**config.mk**
```make
export PLATFORM = sky130hd
export DESIGN_NAME = valu_sequencer
export DESIGN_NICKNAME = d
export VERILOG_FILES = /design/src/rtl/valu_sequencer.sv
export SDC_FILE = /design/constraint.sdc
export NUM_CORES = 1
export LEC_CHECK = 0
export CAP_MARGIN = 20
export CELL_PAD_IN_SITES_DETAIL_PLACEMENT = 1
export CELL_PAD_IN_SITES_GLOBAL_PLACEMENT = 2
export CORE_ASPECT_RATIO = 0.75
export CORE_MARGIN = 1.5
export CORE_UTILIZATION = 32
export CTS_CLUSTER_SIZE = 14
export DETAILED_ROUTE_END_ITERATION = 10
export PLACE_DENSITY = 0.82
export REMOVE_ABC_BUFFERS = 1
export SLEW_MARGIN = 20
export SYNTH_ARGS = -nofsm -noshare
export SYNTH_HDL_FRONTEND = slang
export SYNTH_SLANG_ARGS = --single-unit
```
**constraint.sdc**
```tcl
create_clock -name clk -period 6.2 [get_ports clk]
set_input_delay 1.24 -clock clk [delete_from_list [all_inputs] [get_ports clk]]
set_output_delay 1.24 -clock clk [all_outputs]
set_load 0.05 [all_outputs]
```
**src/rtl/valu_sequencer.sv**
```systemverilog
// Vector ALU sequencer: one shared scalar alu walks the lanes of a latched
// vector operation, one lane per clock, then holds the result for a handshake.
module valu_sequencer #(
    parameter int dataSize = 8,
    parameter int lanes    = 4
) (
    input  logic                      clk,
    input  logic                      rst_n,
    input  logic                      in_valid,
    output logic                      in_ready,
    input  logic [2:0]                op_sel,
    input  logic [lanes*dataSize-1:0] vec_a,
    input  logic [lanes*dataSize-1:0] vec_b,
    input  logic                      flush,
    output logic                      out_valid,
    input  logic                      out_ready,
    output logic [lanes*dataSize-1:0] vec_res,
    output logic [lanes-1:0]          zero_vec,
    output logic [lanes-1:0]          neg_vec,
    output logic                      busy
);

    localparam int cnt_w = $clog2(lanes);
    localparam logic [cnt_w-1:0] last_lane = cnt_w'(lanes - 1);

    typedef enum logic [1:0] {IDLE, RUN, DONE} state_t;

    state_t                    state;
    state_t                    next_state;
    logic [cnt_w-1:0]          cnt;
    logic [2:0]                op_q;
    logic [lanes*dataSize-1:0] a_q;
    logic [lanes*dataSize-1:0] b_q;
    logic [dataSize-1:0]       lane_a;
    logic [dataSize-1:0]       lane_b;
    logic [dataSize-1:0]       lane_res;
    logic                      lane_zero;
    logic                      lane_neg;
    logic                      accept;

    assign accept    = (state == IDLE) && in_valid && !flush;
    assign in_ready  = (state == IDLE);
    assign out_valid = (state == DONE);
    assign busy      = (state != IDLE);

    assign lane_a    = a_q[cnt*dataSize +: dataSize];
    assign lane_b    = b_q[cnt*dataSize +: dataSize];
    assign lane_zero = (lane_res == '0);
    assign lane_neg  = (lane_a[dataSize-1] != lane_res[dataSize-1]) && !lane_zero;

    alu #(.dataSize(dataSize)) u_alu (
        .op     (op_q),
        .a      (lane_a),
        .b      (lane_b),
        .result (lane_res)
    );

    always_ff @(posedge clk or negedge rst_n) begin
        if (!rst_n) begin
            state <= IDLE;
        end else begin
            state <= next_state;
        end
    end

    // Flush wins over everything; a DONE handshake always returns to IDLE
    // so a new offer is only taken on a later edge.
    always_comb begin
        next_state = state;
        if (flush) begin
            next_state = IDLE;
        end else begin
            case (state)
                IDLE:    if (in_valid) next_state = RUN;
                RUN:     if (cnt == last_lane) next_state = DONE;
                DONE:    if (out_ready) next_state = IDLE;
                default: next_state = IDLE;
            endcase
        end
    end

    always_ff @(posedge clk or negedge rst_n) begin
        if (!rst_n) begin
            cnt      <= '0;
            op_q     <= '0;
            a_q      <= '0;
            b_q      <= '0;
            vec_res  <= '0;
            zero_vec <= '0;
            neg_vec  <= '0;
        end else if (flush) begin
            cnt      <= '0;
            vec_res  <= '0;
            zero_vec <= '0;
            neg_vec  <= '0;
        end else if (accept) begin
            cnt      <= '0;
            op_q     <= op_sel;
            a_q      <= vec_a;
            b_q      <= vec_b;
            vec_res  <= '0;
            zero_vec <= '0;
            neg_vec  <= '0;
        end else if (state == RUN) begin
            vec_res[cnt*dataSize +: dataSize] <= lane_res;
            zero_vec[cnt]                     <= lane_zero;
            neg_vec[cnt]                      <= lane_neg;
            // The counter parks on the last lane instead of wrapping.
            if (cnt != last_lane) begin
                cnt <= cnt + cnt_w'(1);
            end
        end
    end

endmodule

// Scalar ALU shared by all lanes; results wrap modulo 2^dataSize.
module alu #(
    parameter int dataSize = 8
) (
    input  logic [2:0]          op,
    input  logic [dataSize-1:0] a,
    input  logic [dataSize-1:0] b,
    output logic [dataSize-1:0] result
);

    always_comb begin
        result = '0;
        case (op)
            3'b001:  result = a ^ b;
            3'b010:  result = a + b;
            3'b011:  result = a - b;
            3'b100:  result = a * b;
            3'b101:  result = a >> b;
            3'b110:  result = a << b;
            3'b111:  result = a + dataSize'(16);
            default: result = '0;
        endcase
    end

endmodule

```
Yosys cells after proc, flatten, opt, wreduce, memory -nomap -nowiden. Cells that the tools add are included. W data, S select, Z words.

Multipliers: 1. Mux-type cells: 24. Eq/ne operators: 15. Add/subtract/negate cells: 5. $lt $le $gt $ge: 2. Reductions and logical operators: 14. Shift operators: 6. Bitwise gates (word level): 2.

Operators by type and width (count): $mux W32 (3); $shiftx A32 B6 Y8 (2); $pmux W8 S7 (1); $neg A5 Y34 (1); $shift A8 B34 Y32 const A (1); $shiftx A8 B34 Y32 (1); $bwmux W32 (1); $mux W4 (6); $mux W2 (8); $eq A3 B3 Y1 const B (4); $add A8 B5 Y8 const B (1); $add A8 B8 Y8 (1); $bwmux W4 (2); $logic_not A8 Y1 (1); $mul A8 B8 Y8 (1); $shl A8 B8 Y8 (1); $shr A8 B8 Y8 (1); $sub A8 B8 Y8 (1); $xor A8 B8 Y8 (1); $eq A3 B2 Y1 const B (2); $ne A3 B2 Y1 const B (2); $pmux W2 S3 (1); $reduce_bool A3 Y1 (2); $eq A2 B2 Y1 const B (2); 17 further kinds (22).

Logic and storage cells: 77. Output and inout bits: 43. Input bits: 72. Flip-flop bits (word level): 111.

Logic depth before layout (Yosys ltp). Gate-level depths: netlist of run 1.

Depth after elaboration: 10. Mapped depth: 24. Gate-level depth less buffers: 21.

By module. A second synthesis of run 1 with hierarchy kept.

Cells, all modules: 612. Area total of the unflattened synthesis: 7348.3 um^2.

Modules (own cells, without submodules): valu_sequencer (instances 1, sequential area each 2777.7 um^2, area an instance 4991.0 um^2, cells each 307); alu (instances 1, sequential area each 0.0 um^2, area an instance 2357.3 um^2, cells each 305).

Least setup slack after synthesis of run 1. Ideal clock, no wire load.

Kind: reg2reg. Start: register cnt[0]. End: register zero_vec[3]. Arrival time: 5709 ps. Period minus slack after synthesis: 5786 ps. Path slack: 414 ps. Buffers on the path: 4. Stages on the path, launching flop included: 22. Data required time: 6123 ps. Library setup time: 77 ps. Cells stage by stage: dfrtp_1 buf_6 buf_12 buf_2 mux4_2 clkbuf_1 and2_1 ha_1 fa_1 ha_1 inv_1 fa_1 fa_1 nor3_1 a31oi_1 a21oi_1 a21oi_1 o211ai_1 or4_1 or3_1 or4_1 o21ai_1.

Cells in the longest elaborated chain, start to end: 8. Elaborated cells between the ends (all ways): 20. Those cells by class: add/sub (3); mul (1); order compare (2); shift (4); mux (7); bitwise (1); reduce/logical (2).

RTL lines: from (decl) (RTL line 30) `logic [cnt_w-1:0] cnt;`; from (signal assigned) (RTL line 110) `cnt <= cnt + cnt_w'(1);`; $shiftx A32 B6 Y8 (tied with other cells) (RTL line 46) `assign lane_a = a_q[cnt*dataSize +: dataSize];`; $mul A8 B8 Y8 (tied with other cells) (RTL line 133) `3'b100: result = a * b;`; $pmux W8 S7 or $mux W1 (tied branches) (RTL line 129, 106); $logic_not A8 Y1 or $demux W1 S2 (tied branches) (RTL line 48, 106); $bwmux W4 (*) (RTL line 106) `zero_vec[cnt] <= lane_zero;`; $mux W4 (*) (RTL line 104) `end else if (state == RUN) begin`; $mux W4 (*) (RTL line 96) `end else if (accept) begin`; $mux W4 (*) (RTL line 91) `end else if (flush) begin`; to (signal, indexed assignment) (RTL line 106); to (decl) (RTL line 18) `output logic [lanes-1:0] zero_vec,`.

Every way passes the cells marked *; elsewhere a longest branch is shown, timed or not. The select of a mux whose other input is x is not followed. A chain may end at the register's enable or synchronous reset.

Worst setup path after layout of run 1.
Start: register cnt[0]. End: register neg_vec[1].

Cells in the longest elaborated chain, start to end: 10. Elaborated cells between the ends (all ways): 23. Those cells by class: add/sub (3); mul (1); order compare (2); eq/ne (1); shift (4); mux (7); bitwise (1); reduce/logical (4).

RTL lines: $shiftx A32 B6 Y8 (on tied branches) (RTL line 46, 47); $mul A8 B8 Y8 (tied with other cells) (RTL line 133); $pmux W8 S7 (RTL line 129) `case (op)`; $logic_not A8 Y1 (RTL line 48) `assign lane_zero = (lane_res == '0);`; $logic_not A1 Y1 (RTL line 49) `assign lane_neg = (lane_a[dataSize-1] != lane_res[dataSize-1]) && !lane_zero;`; $logic_and A1 B1 Y1 (RTL line 49); $bwmux W4 (*) (RTL line 107) `neg_vec[cnt] <= lane_neg;`; $mux W4 (*) (RTL line 104); $mux W4 (*) (RTL line 96); $mux W4 (*) (RTL line 91); to (signal, indexed assignment) (RTL line 107); to (decl) (RTL line 19) `output logic [lanes-1:0] neg_vec,`.

Marks and branches as above.

==> results.tsv, run 1 <==
stage	metric	value	unit
outcome	outcome	finished clean	
route	antenna-violating nets left	0	
clock_tree	TritonCTS Buffers	9	
cells_and_area	layout cells sized above 1	18.0	%
pwr	Clock power frac	18.3	%
grt	largest net degree at the start of global routing	75	
worst_setup_path	reg2reg path depth	19	
route	First-pass DRT Iterations	5	
grt	GRT Util Overall	20.2	%
sta	RSZ-0062 raised after global routing	false	
route	vias per inst	5.35	
sta	Max-slew headroom	34.8	%
worst_setup_path	Arr. time, crit path	6.11	ns
worst_setup_path	slowest CP cell	mux4_2	
worst_setup_path	crit-path max FO	21	
die	num ports	115	
sta	Fin. Hold Viols	0	
synth	fraction of registers with async set/reset	100	%
cells_and_area	Final Cell Area	0.00883	mm2
synth	Yosys reg bits	111	
worst_setup_path	delay-heaviest family, CP	adder cells	
sta	final setup TNS	0	ns
grt	number of global-route vias before repair	6207	
sta	# setup viols final	0	
pwr	PD cells	368	mW/mm2
worst_setup_path	CP endpoint kind	flop	
pwr	Power Total	3.25	mW
worst_setup_path	CP bufs+invs	4	
worst_setup_path	Crit Path Class	reg2reg	
min_path	worst min-delay path category	reg2reg	
worst_setup_path	Slowest Stage Delay on Critical Path	0.58	ns
clock_tree	CTS HTree Levels	3	
route	DRC viols	0	
cells_and_area	antenna cells	0	
grt	Overflow after GRT	0	
sta	worst-margin pin slew	0.978	ns
clock_tree	Post-CTS Hold Buffers	0	
clock_tree	clk buf depth	2	
route	DR vias	5631	
clock_tree	clock slew at reported path FFs	0.08	ns
worst_setup_path	FF-to-FF setup slack	0.31	ns
pwr	Switching Share	42.2	%
synth	Distinct cells, synth	61	
die	Die Y	131	um
run	Max-Cap Viols	0	
grt	first-pass GRT wire length	36100	um
clock_tree	total clock sinks	111	
pwr	net switching power	1.37	mW
worst_setup_path	cell mode on critical path	fa_1	
clock_tree	post-cts repair resize count	0	
sta	Final period util	95.0	%
clock_tree	setup bufs post-CTS	0	
clock_tree	clk_lat worst skew	0.36	ns
placement	gpl congestion	0.886	
die	Starting Density	32.9	%
clock_tree	CTS tree	yes	
clock_tree	root buffer cell	clkbuf_16	
pwr	IR drop worst, VDD	0.000148	V
worst_setup_path	WP data required	6.41	ns
pwr	sequential fraction of design power	27.0	%
worst_setup_path	nature of the critical path startpoint	flop	
die	Core Box Area	0.0213	mm2
placement	area post-placement	0.00851	mm2
placement	PortBufs	114	
route	drt total wl	22300	um
die	row count	46	
placement	post-DP HPWL	17500	um
grt	antenna violations before repair	0	
min_path	WHS Path Cells	1	
synth	Cells after Synth	649	
synth	synthesized cell area	0.00701	mm2
sta	Worst Skew	0.00695	ns
sta	final worst path period need	5.89	ns
sta	Slew Limit Fails	0	
min_path	Min-Delay Endpoint	state[0]$_DFFE_PN0P_	
worst_setup_path	crit-path cells	buf_12, mux4_2, buf_4, and2_1, fa_1, inv_1, fa_1, fa_1, fa_1, inv_1, ha_1, a21oi_1, xor2_1, xnor2_1, xnor3_1, nand2_1, a31oi_4, mux2i_2, a311oi_1	
sta	fmax	170	MHz
route	Routed WL per cell	21.1	um
die	full die area	0.0228	mm2
synth	ys flop type	dfrtp_1	
synth	Seq/Total Area, Yosys	39.6	%
cells_and_area	Nets	880	
synth	syn_area_per_cell	10.8	um2
pwr	Combinational Power Share	54.7	%
worst_setup_path	Critical R2R Capture	neg_vec[1]$_DFFE_PN0P_	
sta	Setup WS post-layout	0.307	ns
pwr	Leak	3.67	nW
worst_setup_path	reg2reg start	cnt[0]$_DFFE_PN0P_	
placement	dpl ws	0.0967	ns
synth	Synth warnings	0	
cells_and_area	area grow syn2layout	26.0	%
min_path	Hold Path Origin	state[1]$_DFFE_PN0P_	
route	initial drt markers	339	
pwr	Int Pwr	1.88	mW
die	Die X	174	um
synth	Post-synth EDFFs	0	
area by class of cell:
| cell class | count | area [um2] |
|---|---|---|
| Clock inverter | 6 | 62.6 |
| Inverter | 43 | 161 |
| Sequential cell | 111 | 2780 |
| Timing Repair Buffer | 135 | 1310 |
| Multi-Input combinational cell | 460 | 3920 |
| Fill cell | 2390 | 12500 |
| Clock buffer | 10 | 239 |
| Tap cell | 288 | 360 |
synth_stat cells (3+ instances only):
cell type	count	area, um2
mux2_2	71	800
dfrtp_1	111	2780
mux2i_1	9	90.1
or3_1	4	25.0
and3_1	3	18.8
or2_2	3	18.8
clkbuf_1	21	78.8
buf_1	6	22.5
nor4_1	3	18.8
buf_6	3	33.8
nand2_1	57	214
xnor2_1	22	193
and2_1	19	119
a21o_1	5	37.5
ha_1	35	438
mux4_2	16	360
nand3_1	6	30.0
nand2b_1	6	37.5
nand4_1	3	18.8
nor2b_1	13	81.3
o22ai_1	5	31.3
inv_1	43	161
a31oi_1	7	43.8
o211ai_1	4	30.0
a22o_1	24	210
buf_2	3	15.0
xor2_1	8	70.1
a21oi_1	30	150
nor2_1	28	105
a311oi_1	3	26.3
o21ai_0	19	95.1
nor3_1	9	45.0
fa_1	13	260
how the worst max path moves through the flow:
| stage | startpoint | endpoint | slack, ns | cells past startpoint |
|---|---|---|---|---|
| finish | cnt[0]$_DFFE_PN0P_ | neg_vec[1]$_DFFE_PN0P_ | 0.31 | 19 |
| floorplan | cnt[0]$_DFFE_PN0P_ | zero_vec[3]$_DFFE_PN0P_ | 0.20 | 18 |
| global placement | cnt[0]$_DFFE_PN0P_ | neg_vec[0]$_DFFE_PN0P_ | 0.42 | 19 |
| global route | cnt[0]$_DFFE_PN0P_ | zero_vec[3]$_DFFE_PN0P_ | 0.05 | 19 |
| CTS | cnt[0]$_DFFE_PN0P_ | neg_vec[2]$_DFFE_PN0P_ | 0.07 | 19 |
| detailed placement | cnt[0]$_DFFE_PN0P_ | neg_vec[3]$_DFFE_PN0P_ | 0.1 | 19 |
placed cells by master, fill, tap and decap left out, types with 3 or more instances in the layout:
cell type	count
ha_1	35
o22ai_1	5
mux2_2	71
or3_1	4
buf_4	21
a21oi_1	30
nand4_1	3
a31oi_1	7
nand3_1	6
a21o_1	5
dfrtp_1	110
o211ai_1	4
xor2_1	8
nor3_1	9
a22o_1	24
nor2b_1	13
o21ai_0	19
nand2b_1	6
a311oi_1	3
clkbuf_16	9
clkdlybuf4s50_1	113
or2_2	3
inv_1	43
mux2i_1	8
nor2_1	27
and2_1	19
and3_1	3
mux4_2	16
nand2_1	57
fa_1	13
xnor2_1	22
per-stage QoR:
| stage | utilization [%] | std cells | hold WS [ns] |
|---|---|---|---|
| after floorplan | - | 614 | 0.447 |
| after global placement | 40.0 | 1037 | 0.463 |
| after detailed placement | 40.0 | 1037 | 0.474 |
| after CTS | 41.4 | 1053 | 0.487 |
| after global routing | 41.5 | 1053 | 0.513 |
| final | 41.5 | 1053 | 0.480 |
power by group through the flow:
stage | Clock (mW) | Sequential [mW] | Combinational [mW]
after CTS | 0.609 | 0.878 | 1.75
final | 0.595 | 0.876 | 1.78
after detailed placement | 0 | 0.892 | 1.73
after global routing | 0.636 | 0.889 | 1.95
after global placement | 0 | 0.884 | 1.68
after floorplan | 0 | 0.896 | 1.15
logic make-up after synthesis:
family	Yosys count	synth area share (%)
AOI/OAI and AO/OA	121	11.8
xor gates and xnor gates	31	4.07
adders and majority gates	48	9.96
buffers and inverters	78	4.84
DFF	111	39.6
muxes	97	18.0
and+or+nand+nor	163	11.7
registers in the layout (all words and copies together), names as in the netlist:
| name | cells |
|---|---|
| op_q | 3 |
| cnt | 2 |
| b_q | 32 |
| a_q | 32 |
| state | 2 |
| neg_vec | 4 |
| zero_vec | 4 |
| vec_res | 32 |
layer usage:
layer | track usage [%] | routed length (um) | up-vias
met5 | 0 | 0 | -
li1 | - | - | 2524
met4 | 4.21 | 244 | 0
met2 | 32.3 | 10300 | 172
met3 | 2.52 | 912 | 18
met1 | 29.1 | 10800 | 2917
No activity file was read; power rests on OpenSTA's default activity.
==> inputs of run 2 (changes only) <==
--- a/config.mk
+++ b/config.mk
@@ -10,10 +10,11 @@
 export CELL_PAD_IN_SITES_GLOBAL_PLACEMENT = 2
 export CORE_ASPECT_RATIO = 0.75
 export CORE_MARGIN = 1.5
-export CORE_UTILIZATION = 32
+export CORE_UTILIZATION = 35
 export CTS_CLUSTER_SIZE = 14
 export DETAILED_ROUTE_END_ITERATION = 10
-export PLACE_DENSITY = 0.82
+export DONT_BUFFER_PORTS = 1
+export PLACE_DENSITY = 0.76
 export REMOVE_ABC_BUFFERS = 1
 export SLEW_MARGIN = 20
 export SYNTH_ARGS = -nofsm -noshare
==> run 2 against run 1 <==
  * The flow now finishes with violations (design-rule violations)
  * Via count shrank 8.5%
  * Global-route usage is 0.94 points higher
  * Routed wire length decreased by 4.7%
  * Die area shrank 8.4%
  * Combinational power shrank 7%
  * Count of clock-buffer cells in the layout decreased by 1
  * Register-to-register slack improved by 0.07 ns
  * Fmax rose by 1.2%
  * Clock skew increased by 0.0067 ns
  * Clock power fell by 0.7%
  * First-iteration DRC count is 12% lower
  * Total power down 3.4%
  * Critical endpoint is now neg_vec[2]$_DFFE_PN0P_
  * Largest cell class unchanged
==> results.tsv, run 2 (synthesized netlist as in run 1, its figures left out) <==
stage	metric	value	unit
outcome	outcome	complete, but fails checks	
outcome	failing checks	design-rule violations	
sta	# setup viols final	0	
route	DR vias	5154	
sta	final worst path period need	5.83	ns
clock_tree	total clock sinks	111	
clock_tree	clock slew at reported path FFs	0.08	ns
die	row count	44	
pwr	Int Pwr	1.81	mW
worst_setup_path	crit-path cells	buf_12, mux4_2, and2_1, fa_1, fa_1, ha_1, inv_1, fa_1, inv_1, ha_1, a21o_1, a21oi_1, xor2_1, xnor2_1, xnor3_1, nand2_1, a31oi_2, mux2i_1, a311oi_1	
grt	largest net degree at the start of global routing	112	
min_path	worst min-delay path category	reg2reg	
die	num ports	115	
placement	gpl congestion	0.892	
grt	Overflow after GRT	0	
route	met2 WL	9270	um
sta	Max-slew headroom	34.0	%
placement	post-DP HPWL	16400	um
cells_and_area	layout cells sized above 1	21.1	%
worst_setup_path	crit-path max FO	17	
placement	PortBufs	0	
die	full die area	0.0209	mm2
sta	Slew Limit Fails	0	
die	Starting Density	36.0	%
sta	worst-margin pin slew	0.988	ns
worst_setup_path	Arr. time, crit path	6.04	ns
clock_tree	clk_lat worst skew	0.35	ns
pwr	Leak	3.27	nW
sta	fmax	172	MHz
clock_tree	setup bufs post-CTS	0	
clock_tree	Post-CTS Hold Buffers	0	
clock_tree	TritonCTS Buffers	9	
worst_setup_path	cell mode on critical path	fa_1	
route	DR top layer	met5	
run	Max-Cap Viols	0	
worst_setup_path	CP endpoint kind	flop	
worst_setup_path	slowest CP cell	mux4_2	
cells_and_area	final core utilization	39.4	%
cells_and_area	Top Registers	a_q (32), b_q (32), vec_res (32)	
die	Die X	166	um
cells_and_area	area grow syn2layout	9.53	%
sta	RSZ-0062 raised after global routing	false	
sta	Setup WS post-layout	0.375	ns
route	met3 wire length	1630	um
cells_and_area	most common cell after layout, fill and taps aside	dfrtp_1	
sta	Final period util	94.0	%
sta	Worst Skew	0.0137	ns
grt	GRT Util Overall	21.1	%
grt	number of global-route vias before repair	5667	
pwr	PD cells	409	mW/mm2
pwr	net switching power	1.33	mW
route	vias per inst	5.66	
route	initial drt markers	297	
sta	Fin. Hold Viols	0	
die	Core Box Area	0.0195	mm2
route	drt total wl	21200	um
route	First-pass DRT Iterations	8	
pwr	IR drop worst, VDD	0.000149	V
clock_tree	post-cts repair resize count	0	
cells_and_area	Nets	769	
clock_tree	root buffer cell	clkbuf_16	
placement	dpl ws	0.412	ns
worst_setup_path	nature of the critical path startpoint	flop	
die	Die Y	126	um
clock_tree	clk buf depth	2	
route	Met1 Wirelength	10100	um
worst_setup_path	Crit Path Class	reg2reg	
route	antenna-violating nets left	0	
sta	final setup TNS	0	ns
grt	antenna violations before repair	6	
worst_setup_path	WP data required	6.41	ns
pwr	Clock power frac	18.8	%
pwr	sequential fraction of design power	28.6	%
clock_tree	CTS HTree Levels	3	
route	Routed WL per cell	23.3	um
cells_and_area	most frequent cells in the layout	111 x dfrtp_1, 71 x mux2_2, 57 x nand2_1, 43 x inv_1, 35 x ha_1	
route	DRC viols	12	
pwr	Combinational Power Share	52.6	%
pwr	Switching Share	42.3	%
worst_setup_path	Slowest Stage Delay on Critical Path	0.62	ns
clock_tree	CTS tree	yes	
grt	first-pass GRT wire length	34000	um
sta	tightest hold margin	0.489	ns
[run 2: metal layers]
metal	vias up	track usage [%]
met4	4	3.90
met3	23	7.25
met1	2640	29.6
met2	170	31.7
met5	-	0
li1	2317	-
[run 2: worst paths after layout]
kind | from | slack [ns] | endpoint | depth (start not counted)
max in group asynchronous | rst_n | 5.42 | a_q[29]$_DFFE_PN0P_ | 0
min reg2reg | state[1]$_DFFE_PN0P_ | 0.49 | state[0]$_DFFE_PN0P_ | 1
min | state[1]$_DFFE_PN0P_ | 0.49 | state[0]$_DFFE_PN0P_ | 1
max | cnt[0]$_DFFE_PN0P_ | 0.37 | neg_vec[2]$_DFFE_PN0P_ | 19
max reg2reg | cnt[0]$_DFFE_PN0P_ | 0.37 | neg_vec[2]$_DFFE_PN0P_ | 19
min in group asynchronous | rst_n | 0.57 | vec_res[5]$_DFFE_PN0P_ | 0
[run 2: worst max-delay path: cells and delay by family (launching register included)]
kind                       cells  cell delay, ns
adders and majority gates      5            2.11
xor gates and xnor gates       3            0.52
buffers and inverters          3            0.30
muxes                          2            1.04
DFF                            1            0.40
and+or+nand+nor                2            0.29
AOI/OAI and AO/OA              4            1.00
[run 2: final cells by class]
| type | instances | area (um2) |
|---|---|---|
| Antenna cell | 4 | 10.0 |
| Clock inverter | 7 | 75.1 |
| Inverter | 43 | 161 |
| Multi-Input combinational cell | 460 | 3910 |
| Clock buffer | 9 | 225 |
| Tap cell | 253 | 317 |
| Sequential cell | 111 | 2780 |
| Fill cell | 2168 | 11800 |
| Timing Repair Buffer | 24 | 205 |
[run 2: power groups by stage]
stage / clock network, mW / logic (mW) / registers [mW]
after detailed placement: 0 / 1.64 / 0.913
final: 0.591 / 1.65 / 0.897
after CTS: 0.607 / 1.65 / 0.899
after global placement: 0 / 1.58 / 0.905
after floorplan: 0 / 1.15 / 0.896
after global routing: 0.635 / 1.83 / 0.911
[run 2: through the flow]
step                cell area (um2)  cells  power (mW)
floorplan                      6830    614        2.05
global placement               7340    890        2.49
detailed placement             7340    890        2.55
CTS                            7640    906        3.16
global route                   7670    909        3.37
finish                         7680    911        3.14
==> inputs of run 3 (changes only) <==
--- a/config.mk
+++ b/config.mk
@@ -5,6 +5,7 @@
 export SDC_FILE = /design/constraint.sdc
 export NUM_CORES = 1
 export LEC_CHECK = 0
+export ABC_AREA = 1
 export CAP_MARGIN = 20
 export CELL_PAD_IN_SITES_DETAIL_PLACEMENT = 1
 export CELL_PAD_IN_SITES_GLOBAL_PLACEMENT = 2
@@ -14,7 +15,7 @@
 export CTS_CLUSTER_SIZE = 14
 export DETAILED_ROUTE_END_ITERATION = 10
 export DONT_BUFFER_PORTS = 1
-export PLACE_DENSITY = 0.76
+export PLACE_DENSITY = 0.81
 export REMOVE_ABC_BUFFERS = 1
 export SLEW_MARGIN = 20
 export SYNTH_ARGS = -nofsm -noshare
==> run 3 against run 2 <==
  * The run now ends clean
  * Worst setup slack improved by 0.17 ns
  * Global-route usage increased by 0.13 points
  * Utilization shrank 1.3 points
  * Critical path depth up 9
  * Final cell count increased by 32%
  * Total power increased by 19%
  * Worst hold slack gained 0.020 ns
  * Synthesized area grew 7.7%
  * Synthesized cell count increased by 41%
  * Routed wire length rose by 8.5%
  * Sequential power rose by 2.9%
==> results.tsv, run 3 <==
stage	metric	value	unit
synth	leading area contributor after synthesis	dfrtp_1	
cells_and_area	area grow syn2layout	6.94	%
sta	# setup viols final	0	
worst_setup_path	delay-heaviest family, CP	adder cells	
route	initial drt markers	338	
grt	GRT Util Overall	21.2	%
cells_and_area	most frequent cells in the layout	258 x nand2_1, 111 x dfrtp_1, 87 x inv_1, 69 x nand3_1, 60 x mux2_2	
route	antenna-violating nets left	0	
min_path	worst min-delay path category	reg2reg	
grt	antenna violations before repair	7	
clock_tree	CTS HTree Levels	3	
route	Routed WL per cell	19.2	um
synth	synthesized cell area	0.00755	mm2
worst_setup_path	reg2reg start	cnt[0]$_DFFE_PN0P_	
sta	RSZ-0062 raised after global routing	false	
outcome	outcome	finished clean	
die	row count	46	
die	Core Box Area	0.0212	mm2
worst_setup_path	Arr. time, crit path	5.91	ns
placement	PortBufs	0	
clock_tree	TritonCTS Buffers	9	
placement	gpl congestion	0.879	
synth	Post-synth EDFFs	0	
worst_setup_path	CP endpoint kind	flop	
clock_tree	root buffer cell	clkbuf_16	
worst_setup_path	Critical R2R Capture	neg_vec[0]$_DFFE_PN0P_	
synth	fraction of registers with async set/reset	100	%
synth	top post-synthesis cells by count	258 x nand2_1, 111 x dfrtp_1, 87 x inv_1	
die	Die Y	130	um
synth	simple logic cell fraction of the synthesized area	27.1	%
worst_setup_path	slowest CP cell	dfrtp_1	
cells_and_area	Top Registers	a_q (32), b_q (32), vec_res (32)	
worst_setup_path	Slowest Stage Delay on Critical Path	0.70	ns
cells_and_area	layout cells sized above 1	17.5	%
synth	Synth Area in Compound Gates	8.75	%
placement	dpl ws	0.501	ns
synth	count leader, synth	nand2_1	
sta	worst-margin pin slew	0.990	ns
worst_setup_path	WP data required	6.45	ns
route	DRC viols	0	
route	drt total wl	23000	um
worst_setup_path	FF-to-FF setup slack	0.54	ns
die	Starting Density	35.7	%
synth	mux contribution to synthesized area	8.95	%
worst_setup_path	Worst Setup SP	cnt[0]$_DFFE_PN0P_	
synth	Yosys reg bits	111	
cells_and_area	Final Cell Area	0.00808	mm2
grt	largest net degree at the start of global routing	112	
route	DR vias	6199	
sta	Fin. Hold Viols	0	
synth	Synth Area in XOR/XNOR	1.28	%
cells_and_area	most common cell after layout, fill and taps aside	nand2_1	
die	num ports	115	
sta	Slew Limit Fails	0	
synth	Seq/Total Area, Yosys	36.8	%
synth	post-synthesis adder-cell area fraction	9.24	%
clock_tree	clk buf depth	2	
worst_setup_path	reg2reg path depth	28	
worst_setup_path	nature of the critical path startpoint	flop	
route	vias per inst	5.17	
synth	largest family of logic cells by synthesized area	simple AND/OR/NAND/NOR gates	
cells_and_area	Nets	1021	
synth	Cells after Synth	913	
pwr	IR drop worst, VDD	0.000161	V
grt	number of global-route vias before repair	6351	
pwr	PD cells	461	mW/mm2
synth	Synth warnings	0	
worst_setup_path	cell mode on critical path	nand2_1	
worst_setup_path	crit-path max FO	14	
sta	Setup WS post-layout	0.540	ns
worst_setup_path	Worst Setup EP	neg_vec[0]$_DFFE_PN0P_	
synth	syn_area_per_cell	8.27	um2
cells_and_area	final core utilization	38.1	%
grt	Overflow after GRT	0	
die	full die area	0.0225	mm2
synth	Distinct cells, synth	49	
clock_tree	total clock sinks	111	
sta	final worst path period need	5.66	ns
synth	Synth top area share	36.8	%
sta	Max-slew headroom	33.7	%
die	Die X	173	um
worst_setup_path	WP depth	28	
worst_setup_path	CP bufs+invs	7	
placement	area post-placement	0.00775	mm2
run	Max-Cap Viols	0	
worst_setup_path	Crit Path Class	reg2reg	
clock_tree	Post-CTS Hold Buffers	0	
synth	top cells by area, synth	dfrtp_1 37%, nand2_1 13%, mux2_2 8.9%	
sta	Final period util	91.3	%
clock_tree	CTS tree	yes	
route	First-pass DRT Iterations	5	
sta	tightest hold margin	0.510	ns
clock_tree	clk_lat worst skew	0.37	ns
placement	post-DP HPWL	17900	um
min_path	WHS Path Cells	1	
clock_tree	clock slew at reported path FFs	0.08	ns
grt	first-pass GRT wire length	37000	um
sta	Worst Skew	0.0155	ns
sta	fmax	177	MHz
sta	final setup TNS	0	ns
synth	ys flop type	dfrtp_1	
pwr	Leak	3.83	nW
[run 3: cell types whose count changed in the layout (fill, tap and decap cells not counted), sizes merged, moves of 13 or more]
cell | before | now
nand2 | 57 | 282
nand3 | 6 | 81
inv | 45 | 101
nor2 | 28 | 66
o21ai | 20 | 51
a22o | 24 | 2
xnor2 | 22 | 2
and2 | 19 | 1
buf | 24 | 7
mux4 | 16 | 0
nor2b | 13 | 0
[run 3: cell families after synthesis]
kind of cell,Yosys count
and+or+nand+nor,452
buffers and inverters,128
DFF,111
AOI/OAI and AO/OA,103
muxes,60
adders and majority gates,48
xor gates and xnor gates,11
[run 3: per-stage QoR]
stage	cells	power (mW)
floorplan	883	2.50
global placement	1178	3.07
detailed placement	1178	3.12
CTS	1194	3.74
global route	1194	4.07
finish	1198	3.72
[run 3: metal layers]
metal  wire [um]  up-vias  GRT usage (%)  share of wire, %
li1            -     2955              -                 -
met1       11400     3041           30.0                50
met2        9680      165           32.4                42
met3        1620       30           6.32               7.0
met4         253        8           3.77               1.1
met5          46        -              0              0.20
[run 3: how the worst min path moves through the flow]
stage / from / endpoint
6_report: b_q[4]$_DFFE_PN0P_ / b_q[4]$_DFFE_PN0P_
5_1_grt: a_q[11]$_DFFE_PN0P_ / a_q[11]$_DFFE_PN0P_
4_1_cts: b_q[4]$_DFFE_PN0P_ / b_q[4]$_DFFE_PN0P_
3_5_place_dp: b_q[24]$_DFFE_PN0P_ / b_q[24]$_DFFE_PN0P_
3_3_place_gp: a_q[28]$_DFFE_PN0P_ / a_q[28]$_DFFE_PN0P_
2_1_floorplan: a_q[0]$_DFFE_PN0P_ / a_q[0]$_DFFE_PN0P_
[run 3: layout make-up]
cell class                      instances  area (um2)
Inverter                               98         378
Fill cell                            2607       13100
Clock inverter                          6        70.1
Multi-Input combinational cell        674        4190
Tap cell                              288         360
Sequential cell                       111        2780
Antenna cell                            4        10.0
Timing Repair Buffer                    7        52.6
Clock buffer                           10         239
[run 3: power by group]
part | switching, mW | total (mW) | leakage [nW] | internal (mW)
clock | 0.306 | 0.604 | 0.151 | 0.298
combinational | 1.45 | 2.20 | 2.28 | 0.745
sequential | 0.0914 | 0.923 | 1.40 | 0.831
[run 3: timing repair]
action	CTS	global route
hold endpoints to repair	0	0
endpoints found under the setup margin	0	2
gates resized for setup	0	3
setup buffers	0	0
